$ cat src/rtl/ds3502_wr_sched.sv
// ds3502_wr_sched: round-robin scheduler sharing one ds3502 I2C write engine between N_REQ
// requesters. A granted request's register address and value are latched and held on
// eng_addr/eng_val. The block pulses eng_load, then follows eng_busy through the transfer and
// returns a one-cycle done (with err) to the requester it served. If busy never rises within
// START_CYC, or stays high past TIMEOUT_CYC, the engine is held in reset for RST_CYC cycles and
// the transaction is reported with err=1.
//
// Optional feature: define DS3502_INIT_EN to write (0x02, INIT_CR) and then (0x00, INIT_WR)
// after reset, before any request is accepted. No done pulse is issued for these writes.
//
// Ports:
//   clk, rst            clock; synchronous active-low reset
//   req                 level request per requester, held until its done pulse
//   req_addr, req_val   8-bit address/value per requester, slice [8i+7:8i]
//   done, err           one-cycle per-requester completion; err is valid only with done
//   eng_load            one-cycle load pulse to the engine
//   eng_addr, eng_val   register address/value to the engine, held through the transfer
//   eng_busy            engine busy
//   eng_rst_n           engine reset (active-low), low during reset and recovery
//   init_done           high once the block accepts requests
module ds3502_wr_sched #(
  parameter int unsigned N_REQ       = 4,
  parameter int unsigned TIMEOUT_CYC = 200000,
  parameter int unsigned START_CYC   = 4,
  parameter int unsigned RST_CYC     = 16,
  parameter logic [7:0]  INIT_CR     = 8'h80,
  parameter logic [7:0]  INIT_WR     = 8'h40
) (
  input  logic               clk,
  input  logic               rst,
  input  logic [N_REQ-1:0]   req,
  input  logic [8*N_REQ-1:0] req_addr,
  input  logic [8*N_REQ-1:0] req_val,
  output logic [N_REQ-1:0]   done,
  output logic               err,
  output logic               eng_load,
  output logic [7:0]         eng_addr,
  output logic [7:0]         eng_val,
  input  logic               eng_busy,
  output logic               eng_rst_n,
  output logic               init_done
);

  localparam int unsigned GW = $clog2(N_REQ);

  localparam logic [2:0] IDLE      = 3'd0;
  localparam logic [2:0] LOAD      = 3'd1;
  localparam logic [2:0] WAIT_BUSY = 3'd2;
  localparam logic [2:0] WAIT_DONE = 3'd3;
  localparam logic [2:0] RECOVER   = 3'd4;
  localparam logic [2:0] REPORT    = 3'd5;
`ifdef DS3502_INIT_EN
  localparam logic [2:0] INIT0     = 3'd6;
  localparam logic [2:0] INIT1     = 3'd7;
  localparam logic [2:0] RST_STATE = INIT0;
`else
  localparam logic [2:0] RST_STATE = IDLE;
`endif

  logic [2:0]    state_q, state_d;
  logic [19:0]   cnt_q, cnt_d;
  logic [GW-1:0] grant_q, grant_d;
  logic [GW-1:0] ptr_q, ptr_d;
  logic          err_q, err_d;
  logic [7:0]    addr_q, addr_d;
  logic [7:0]    val_q, val_d;
  logic          rst_n_q;
  logic          init_done_q, init_done_d;
  logic          in_init;

`ifdef DS3502_INIT_EN
  logic init_ph_q, init_ph_d;   // current transaction is an init write
  logic init_sel_q, init_sel_d; // 0: control register write, 1: wiper write
  assign in_init = init_ph_q;
`else
  logic unused_init;
  assign unused_init = ^{INIT_CR, INIT_WR};
  assign in_init     = 1'b0;
`endif

  // Round-robin pick: lowest requesting index at or above ptr_q, wrapping.
  logic          found;
  logic [GW-1:0] pick;
  int unsigned   idx;
  always_comb begin
    found = 1'b0;
    pick  = '0;
    idx   = 0;
    for (int unsigned i = 0; i < N_REQ; i++) begin
      idx = int'(ptr_q) + i;
      if (idx >= N_REQ) idx = idx - N_REQ;
      if (!found && req[idx]) begin
        found = 1'b1;
        pick  = GW'(idx);
      end
    end
  end

  always_comb begin
    state_d     = state_q;
    cnt_d       = (cnt_q != '1) ? cnt_q + 20'd1 : cnt_q;
    grant_d     = grant_q;
    ptr_d       = ptr_q;
    err_d       = err_q;
    addr_d      = addr_q;
    val_d       = val_q;
`ifdef DS3502_INIT_EN
    init_done_d = init_done_q;
    init_ph_d   = init_ph_q;
    init_sel_d  = init_sel_q;
`else
    init_done_d = 1'b1;
`endif
    case (state_q)
      IDLE: begin
        if (found) begin
          grant_d = pick;
          addr_d  = req_addr[8*int'(pick) +: 8];
          val_d   = req_val[8*int'(pick) +: 8];
          state_d = LOAD;
        end
      end
      LOAD: begin
        state_d = WAIT_BUSY;
        cnt_d   = '0;
      end
      WAIT_BUSY: begin
        if (eng_busy) begin
          state_d = WAIT_DONE;
          cnt_d   = '0;
        end else if (cnt_q >= 20'(START_CYC)) begin
          state_d = RECOVER;
          cnt_d   = '0;
        end
      end
      WAIT_DONE: begin
        if (!eng_busy) begin
          state_d = REPORT;
          err_d   = 1'b0;
        end else if (cnt_q >= 20'(TIMEOUT_CYC)) begin
          state_d = RECOVER;
          cnt_d   = '0;
        end
      end
      RECOVER: begin
        // Entered with cnt_q=0, so the engine sees exactly RST_CYC low cycles.
        if (cnt_q >= 20'(RST_CYC - 1)) begin
          state_d = REPORT;
          err_d   = 1'b1;
        end
      end
      REPORT: begin
`ifdef DS3502_INIT_EN
        if (init_ph_q) begin
          init_ph_d = 1'b0;
          if (!init_sel_q) begin
            state_d = INIT1;
          end else begin
            state_d     = IDLE;
            init_done_d = 1'b1;
          end
        end else begin
          ptr_d   = (grant_q == GW'(N_REQ - 1)) ? '0 : grant_q + 1'b1;
          state_d = IDLE;
        end
`else
        ptr_d   = (grant_q == GW'(N_REQ - 1)) ? '0 : grant_q + 1'b1;
        state_d = IDLE;
`endif
      end
`ifdef DS3502_INIT_EN
      INIT0: begin
        addr_d     = 8'h02;
        val_d      = INIT_CR;
        init_ph_d  = 1'b1;
        init_sel_d = 1'b0;
        state_d    = LOAD;
      end
      INIT1: begin
        addr_d     = 8'h00;
        val_d      = INIT_WR;
        init_ph_d  = 1'b1;
        init_sel_d = 1'b1;
        state_d    = LOAD;
      end
`endif
      default: state_d = IDLE;
    endcase
  end

  always_ff @(posedge clk) begin
    if (!rst) begin
      state_q     <= RST_STATE;
      cnt_q       <= '0;
      grant_q     <= '0;
      ptr_q       <= '0;
      err_q       <= 1'b0;
      addr_q      <= '0;
      val_q       <= '0;
      rst_n_q     <= 1'b0;
      init_done_q <= 1'b0;
`ifdef DS3502_INIT_EN
      init_ph_q   <= 1'b0;
      init_sel_q  <= 1'b0;
`endif
    end else begin
      state_q     <= state_d;
      cnt_q       <= cnt_d;
      grant_q     <= grant_d;
      ptr_q       <= ptr_d;
      err_q       <= err_d;
      addr_q      <= addr_d;
      val_q       <= val_d;
      rst_n_q     <= (state_d != RECOVER);
      init_done_q <= init_done_d;
`ifdef DS3502_INIT_EN
      init_ph_q   <= init_ph_d;
      init_sel_q  <= init_sel_d;
`endif
    end
  end

  always_comb begin
    done = '0;
    if (state_q == REPORT && !in_init) done[grant_q] = 1'b1;
  end

  assign err       = (state_q == REPORT) && !in_init && err_q;
  assign eng_load  = (state_q == LOAD);
  assign eng_addr  = addr_q;
  assign eng_val   = val_q;
  assign eng_rst_n = rst_n_q;
  assign init_done = init_done_q;

endmodule

$ cat config.mk
export PLATFORM = sky130hd
export DESIGN_NAME = ds3502_wr_sched
export DESIGN_NICKNAME = d
export VERILOG_FILES = /design/src/rtl/ds3502_wr_sched.sv
export SDC_FILE = /design/constraint.sdc
export NUM_CORES = 1
export LEC_CHECK = 0
export ABC_AREA = 1
export CORE_MARGIN = 3
export CORE_UTILIZATION = 53
export CTS_BUF_LIST = sky130_fd_sc_hd__clkbuf_16
export CTS_CLUSTER_DIAMETER = 50
export DETAILED_ROUTE_END_ITERATION = 7
export GPL_ROUTABILITY_DRIVEN = 0
export PLACE_DENSITY = 0.83
export SYNTH_ARGS = -nofsm -noshare
export SYNTH_HDL_FRONTEND = slang
export SYNTH_SLANG_ARGS = --single-unit
$ cat constraint.sdc
create_clock -name clk -period 5.1 [get_ports clk]
set_input_delay 1.02 -clock clk [delete_from_list [all_inputs] [get_ports clk]]
set_output_delay 1.02 -clock clk [all_outputs]
set_load 0.05 [all_outputs]
==> results of run 1 <==
[critical path, delay by kind of cell]
kind | cells | cell delay, ps
and+or+nand+nor | 9 | 1920
AOI/OAI and AO/OA | 1 | 150
buffers and inverters | 3 | 540
[flip-flops by register name (all words and copies together), names as in the netlist]
register / flops
err_q: 1
state_q: 3
eng_rst_n: 1
cnt_q: 20
init_done: 1
eng_addr: 8
eng_val: 8
ptr_q: 2
grant_q: 2
[per-stage QoR]
stage	total power (uW)	cells	worst slack, ps	utilization (%)	area, um2
detailed placement	1340	724	1360	71.2	4320
global route	1880	732	1310	74.4	4510
finish	1760	732	1650	74.4	4510
floorplan	1100	573	2600	-	3410
CTS	1760	732	1650	74.4	4510
global placement	1320	724	1520	71.2	4320
[routing by layer]
metal	part of all wire, %	routed length [um]	vias up
met1	42	3780	1645
met3	7.3	654	17
met2	48	4280	151
met4	2.0	182	0
met5	0	0	-
li1	-	-	1921
[final timing paths]
kind / to / slack (ps) / start / depth (start not counted)
worst max-delay path: eng_addr[5] / 1650 / req[3] / 13
worst max register to register: eng_addr[5] / 2110 / ptr_q[0] / 13
worst min-delay path: cnt_q[14] / 560 / cnt_q[14] / 2
worst min register to register: cnt_q[14] / 560 / cnt_q[14] / 2
[cell type report]
| type | count | area [um2] | area share [%] |
|---|---|---|---|
| multi-input combinational | 384 | 1890 | 41.8 |
| clock inverter | 3 | 68.8 | 1.53 |
| timing repair buffer | 95 | 948 | 21.0 |
| clock buffer | 5 | 125 | 2.77 |
| inverter | 124 | 468 | 10.4 |
| sequential | 46 | 921 | 20.4 |
| tap | 75 | 93.8 | 2.08 |
[synth_stat cells]
cell	count	area share (%)
dfxtp_1	46	27
a211oi_1	1	0.22
clkbuf_1	2	0.22
nand3b_1	17	3.7
nand2_2	4	0.73
buf_2	8	1.2
inv_2	4	0.44
or2_1	1	0.18
xor2_1	11	2.8
clkinv_1	1	0.11
nand4_1	8	1.5
a31oi_1	1	0.18
o21ai_1	3	0.44
nor4_1	1	0.18
buf_4	4	0.88
ha_1	6	2.2
nand3_2	3	0.88
inv_4	1	0.18
nor3_1	9	1.3
o21ai_2	1	0.26
nand2_4	4	1.3
nor2_1	90	9.9
a21oi_1	11	1.6
nor2_2	1	0.18
nand2_1	114	13
and3_1	1	0.18
inv_1	118	13
and2_1	1	0.18
o211ai_1	1	0.22
nor2_4	1	0.33
nand3_1	80	12
nand3_4	1	0.51
buf_6	5	1.7
o21ai_0	13	1.9
[where the power goes]
part | switching, uW | total, uW | leakage, uW | internal [uW]
Clock | 144 | 426 | 0.0000940 | 282
Combinational | 542 | 831 | 0.00177 | 289
Sequential | 61.7 | 502 | 0.000377 | 440
Total | 748 | 1760 | 0.00224 | 1010
[cells by family (layout without fill, tap and decap cells)]
kind of cell               Yosys count  count (layout)  share of synthesized area [%]
DFF                                 46              46                           27.0
and+or+nand+nor                    336             336                           45.4
buffers and inverters              143             227                           17.7
xor gates and xnor gates            11              11                           2.83
AOI/OAI and AO/OA                   31              31                           4.85
adders and majority gates            6               6                           2.20
==> flow_metrics.py, run 1 <==
metrics = {
    "job": {
        "maxCapViolations": 0,
    },
    "sta": {
        "worst_pin_slew_ps": 1060,
        "fin_crit_ps": 3450,
        "hold_viol_final": 0,
        "fmaxAchievable_mhz": 290,
        "final_max_slew_viol_count": 0,
        "fin_crit_sh_pct": 67.6,
        "tns_ps": 0,
        "fin_worst_skew_ps": 8.26,
        "slew_headroom_pct": 29.5,
        "setup_violations": 0,
        "rsz0062_at_grt": "false",
        "hold_ws_ps": 556,
    },
    "setup_path": {
        "worstPathRequired_ps": 5290,
        "crit_path_end_kind": "flip-flop",
        "crit_slowest_cell": "nand2_1",
        "worstPathArrival_ps": 3640,
        "worstSetupStartpointType": "input pin",
        "path_cells": "clkdlybuf4s50_1, inv_1, nand2_1, nand3_1, nand2_1, a21oi_1, nand2_1, nand2_4, nand2_1, nand3_1, nand3_1, nand2_1, inv_1",
        "crit_fanout": 33,
        "crit_type": "in2reg",
        "timing.critical_path.mode_cell": "nand2_1",
        "cpPeakStageDelay_ps": 610,
    },
    "clock_network": {
        "post-cts-setup-buffer-count": 0,
        "clockBufferDepth": 2,
        "ctsHtreeMaxLevel": 2,
        "cts_hold_buffers": 0,
        "cts_buffers": 5,
        "cts.sinks": 46,
        "cts_tree": "done",
        "cts-root-buf": "clkbuf_16",
        "cts_resized": 0,
        "clkTransAtPathRegs_ps": 70,
        "clock_insertion_delay_worst_skew_ps": 290,
    },
    "grt": {
        "grt_usage_pct": 24.9,
        "use_met3_pct": 4.18,
        "grt_pass1_vias": 3592,
        "grt_overflow": 0,
        "use_met2_pct": 43.9,
        "use_met1_pct": 30.3,
        "top_usage_layer": "met2",
        "grt_pass1_wl_um": 15300,
        "grt_antenna_before_repair": 0,
        "grt_start_max_net_pins": 37,
    },
    "yosys": {
        "synthesis.area_um2": 3410,
        "synthCells": 573,
        "yosysSeqAreaShare_pct": 27.0,
        "ys_ff_latch": 46,
        "synth.avg_cell_area_um2": 5.95,
        "ys_warn_count": 0,
        "syn-num-nets": 650,
        "yosysUniqueCellTypes": 34,
    },
    "route": {
        "ant_nets": 0,
        "avgRoutedWirePerCell_um": 12.2,
        "routed_wirelength_um": 8900,
        "num_vias": 3734,
        "drtIter0Drc": 223,
        "drc_errors": 0,
        "dr.pass1.iters": 5,
        "vias_per_cell": 5.10,
    },
    "finish": {
        "layout-drive-gt1-share_pct": 4.41,
        "layout_commonest_cell": "inv_1",
        "area_growth_pct": 32.3,
        "mostFrequentLayoutCells": "118 x inv_1, 114 x nand2_1, 94 x clkdlybuf4s50_1, 90 x nor2_1, 80 x nand3_1",
        "diodes": 0,
        "nets": 733,
        "fill_cells": 474,
    },
    "power": {
        "p_leak_uw": 0.00224,
        "powerDensity_nw_per_um2": 390,
        "peakVddDrop_mv": 0.355,
    },
    "die": {
        "num_rows": 28,
        "initial_utilization_pct": 56.2,
        "die_w_um": 86.2,
        "ios": 95,
        "die_h_um": 86.2,
        "die_area_um2": 7430,
        "core_region_area_um2": 6060,
    },
    "run_status": {
        "status": "finished clean",
    },
    "place": {
        "dp_hpwl_um": 6740,
        "port_buffers": 94,
    },
    "min_path": {
        "hp-class": "reg2reg",
    },
}
(Power assumes the default switching activity.)
==> inputs of run 2 (changes only) <==
--- a/config.mk
+++ b/config.mk
@@ -7,12 +7,12 @@
 export LEC_CHECK = 0
 export ABC_AREA = 1
 export CORE_MARGIN = 3
-export CORE_UTILIZATION = 53
+export CORE_UTILIZATION = 44
 export CTS_BUF_LIST = sky130_fd_sc_hd__clkbuf_16
 export CTS_CLUSTER_DIAMETER = 50
 export DETAILED_ROUTE_END_ITERATION = 7
 export GPL_ROUTABILITY_DRIVEN = 0
-export PLACE_DENSITY = 0.83
+export PLACE_DENSITY = 0.73
 export SYNTH_ARGS = -nofsm -noshare
 export SYNTH_HDL_FRONTEND = slang
 export SYNTH_SLANG_ARGS = --single-unit
==> constraint.sdc (replaced) <==
create_clock -name clk -period 2.93 [get_ports clk]
set_input_delay 0.586 -clock clk [delete_from_list [all_inputs] [get_ports clk]]
set_output_delay 0.586 -clock clk [all_outputs]
set_load 0.05 [all_outputs]
==> run 2 against run 1 <==
  * Clock skew decreased by 5.1 ps
  * Core utilization decreased by 13 points
  * Wire length decreased by 1.8%
  * Largest power group unchanged
  * Critical path type is now reg2out
==> flow_metrics.py, run 2 (synthesis results as in run 1) <==
metrics = {
    "route": {
        "routed_wirelength_um": 8740,
        "avgRoutedWirePerCell_um": 11.5,
        "routed.top_layer": "met4",
        "met2_length_um": 4070,
        "num_vias": 3681,
        "drtIter0Drc": 118,
        "vias_per_cell": 4.85,
        "dr.pass1.iters": 4,
        "drc_errors": 0,
        "ant_nets": 0,
        "wl_met1_um": 3930,
        "wl_met3_um": 613,
    },
    "sta": {
        "fin_crit_sh_pct": 87.9,
        "setup_slack_ps": 356,
        "tns_ps": 0,
        "fin_worst_skew_ps": 3.14,
        "final_max_slew_viol_count": 0,
        "slew_headroom_pct": 60.1,
        "rsz0062_at_grt": "false",
        "fmaxAchievable_mhz": 388,
        "setup_violations": 0,
        "worst_pin_slew_ps": 594,
        "fin_crit_ps": 2570,
        "hold_ws_ps": 557,
        "hold_viol_final": 0,
    },
    "die": {
        "die_area_um2": 8840,
        "initial_utilization_pct": 46.2,
        "core_region_area_um2": 7370,
        "die_w_um": 94.0,
        "num_rows": 31,
        "die_h_um": 94.0,
        "ios": 95,
    },
    "clock_network": {
        "post-cts-setup-buffer-count": 0,
        "cts_resized": 0,
        "clockBufferDepth": 2,
        "cts_tree": "done",
        "cts-root-buf": "clkbuf_16",
        "clkTransAtPathRegs_ps": 60,
        "ctsHtreeMaxLevel": 2,
        "cts_buffers": 5,
        "cts_hold_buffers": 0,
        "cts.sinks": 46,
        "clock_insertion_delay_worst_skew_ps": 280,
    },
    "min_path": {
        "hp-class": "reg2reg",
        "hold_end": "cnt_q[14]",
        "hp-start": "cnt_q[14]",
        "holdPathStages": 2,
    },
    "finish": {
        "largest_reg_flops": 20,
        "area_growth_pct": 32.6,
        "mostFrequentLayoutCells": "119 x inv_1, 114 x nand2_1, 94 x clkdlybuf4s50_1, 90 x nor2_1, 80 x nand3_1",
        "regMostFlops": "cnt_q",
        "layout-drive-gt1-share_pct": 4.55,
        "fill_cells": 687,
        "diodes": 0,
        "fin_area_um2": 4520,
        "nets": 736,
        "layout_commonest_cell": "inv_1",
    },
    "grt": {
        "grt_overflow": 0,
        "grt_start_max_net_pins": 34,
        "grt_pass1_wl_um": 14900,
        "grt_usage_pct": 20.5,
        "grt_pass1_vias": 3414,
        "grt_antenna_before_repair": 0,
    },
    "setup_path": {
        "worstSetupStartpointType": "flip-flop",
        "worstPathArrival_ps": 1990,
        "crit_fanout": 9,
        "worstReg2RegStart": "ptr_q[0]",
        "r2r_slack_ps": 690,
        "worstPathRequired_ps": 2340,
        "crit_path_end_kind": "output pin",
        "path_cells": "inv_1, nor2_1, nand2_1, nor2_1, clkdlybuf4s50_1",
        "crit_type": "reg2out",
        "timing.critical_path.mode_cell": "nor2_1",
        "crit_slowest_cell": "clkdlybuf4s50_1",
        "worstReg2RegEnd": "eng_val[5]",
        "rr_worst_depth": 13,
        "cpPeakStageDelay_ps": 820,
    },
    "job": {
        "maxCapViolations": 0,
    },
    "power": {
        "p_leak_uw": 0.00224,
        "peakVddDrop_mv": 0.392,
        "powerDensity_nw_per_um2": 641,
    },
    "place": {
        "place_area_um2": 4380,
        "port_buffers": 94,
        "dp_hpwl_um": 6790,
        "place_ws_ps": 362,
    },
    "run_status": {
        "status": "finished clean",
    },
}
run 2: cell type report:
cell class,instances,area [um2],share of cell area [%]
clock inverters,3,12.5,0.277
flip-flops and latches,46,921,20.4
inverters,124,468,10.4
clock buffers,5,125,2.77
multi-input cells,384,1890,41.7
well taps,99,124,2.74
repair buffers,98,983,21.8
run 2: how the worst max path moves through the flow:
| stage | end | from | slack [ps] |
|---|---|---|---|
| 3_5_place_dp | eng_val[5] | req[3] | 360 |
| 6_report | done[0] | state_q[0] | 360 |
| 5_1_grt | done[0] | state_q[0] | 250 |
| 4_1_cts | done[0] | state_q[0] | 350 |
| 2_1_floorplan | eng_load | state_q[0] | 860 |
| 3_3_place_gp | eng_addr[7] | req[3] | 460 |
run 2: through the flow:
step / util, % / std cells / total power (uW)
global placement: 59.5 / 751 / 2360
detailed placement: 59.5 / 751 / 2380
finish: 61.3 / 759 / 2900
CTS: 61.3 / 759 / 2920
global route: 61.3 / 759 / 3100
floorplan: - / 573 / 1910
run 2: per-layer routing:
metal,global-route usage (%),vias to the layer above
met4,5.90,0
met2,34.7,125
met1,25.8,1612
met3,4.73,13
li1,-,1931
met5,0,-
run 2: where the power goes:
group | internal [uW] | switching, uW | leakage, uW | total, uW
Sequential | 767 | 102 | 0.000377 | 869
Clock | 308 | 226 | 0.0000724 | 534
Combinational | 541 | 953 | 0.00179 | 1490
run 2: critical path: cells and delay by family, from the launching register on:
kind | cells | cell delay [ps]
DFF | 1 | 340
buffers and inverters | 2 | 890
and+or+nand+nor | 3 | 470
==> inputs of run 3 (changes only) <==
--- a/config.mk
+++ b/config.mk
@@ -13,6 +13,7 @@
 export DETAILED_ROUTE_END_ITERATION = 7
 export GPL_ROUTABILITY_DRIVEN = 0
 export PLACE_DENSITY = 0.73
+export SKIP_LAST_GASP = 1
 export SYNTH_ARGS = -nofsm -noshare
 export SYNTH_HDL_FRONTEND = slang
 export SYNTH_SLANG_ARGS = --single-unit
==> results of run 3 <==
Same layout as run 2: the final DEF is identical, and so are final timing and power.
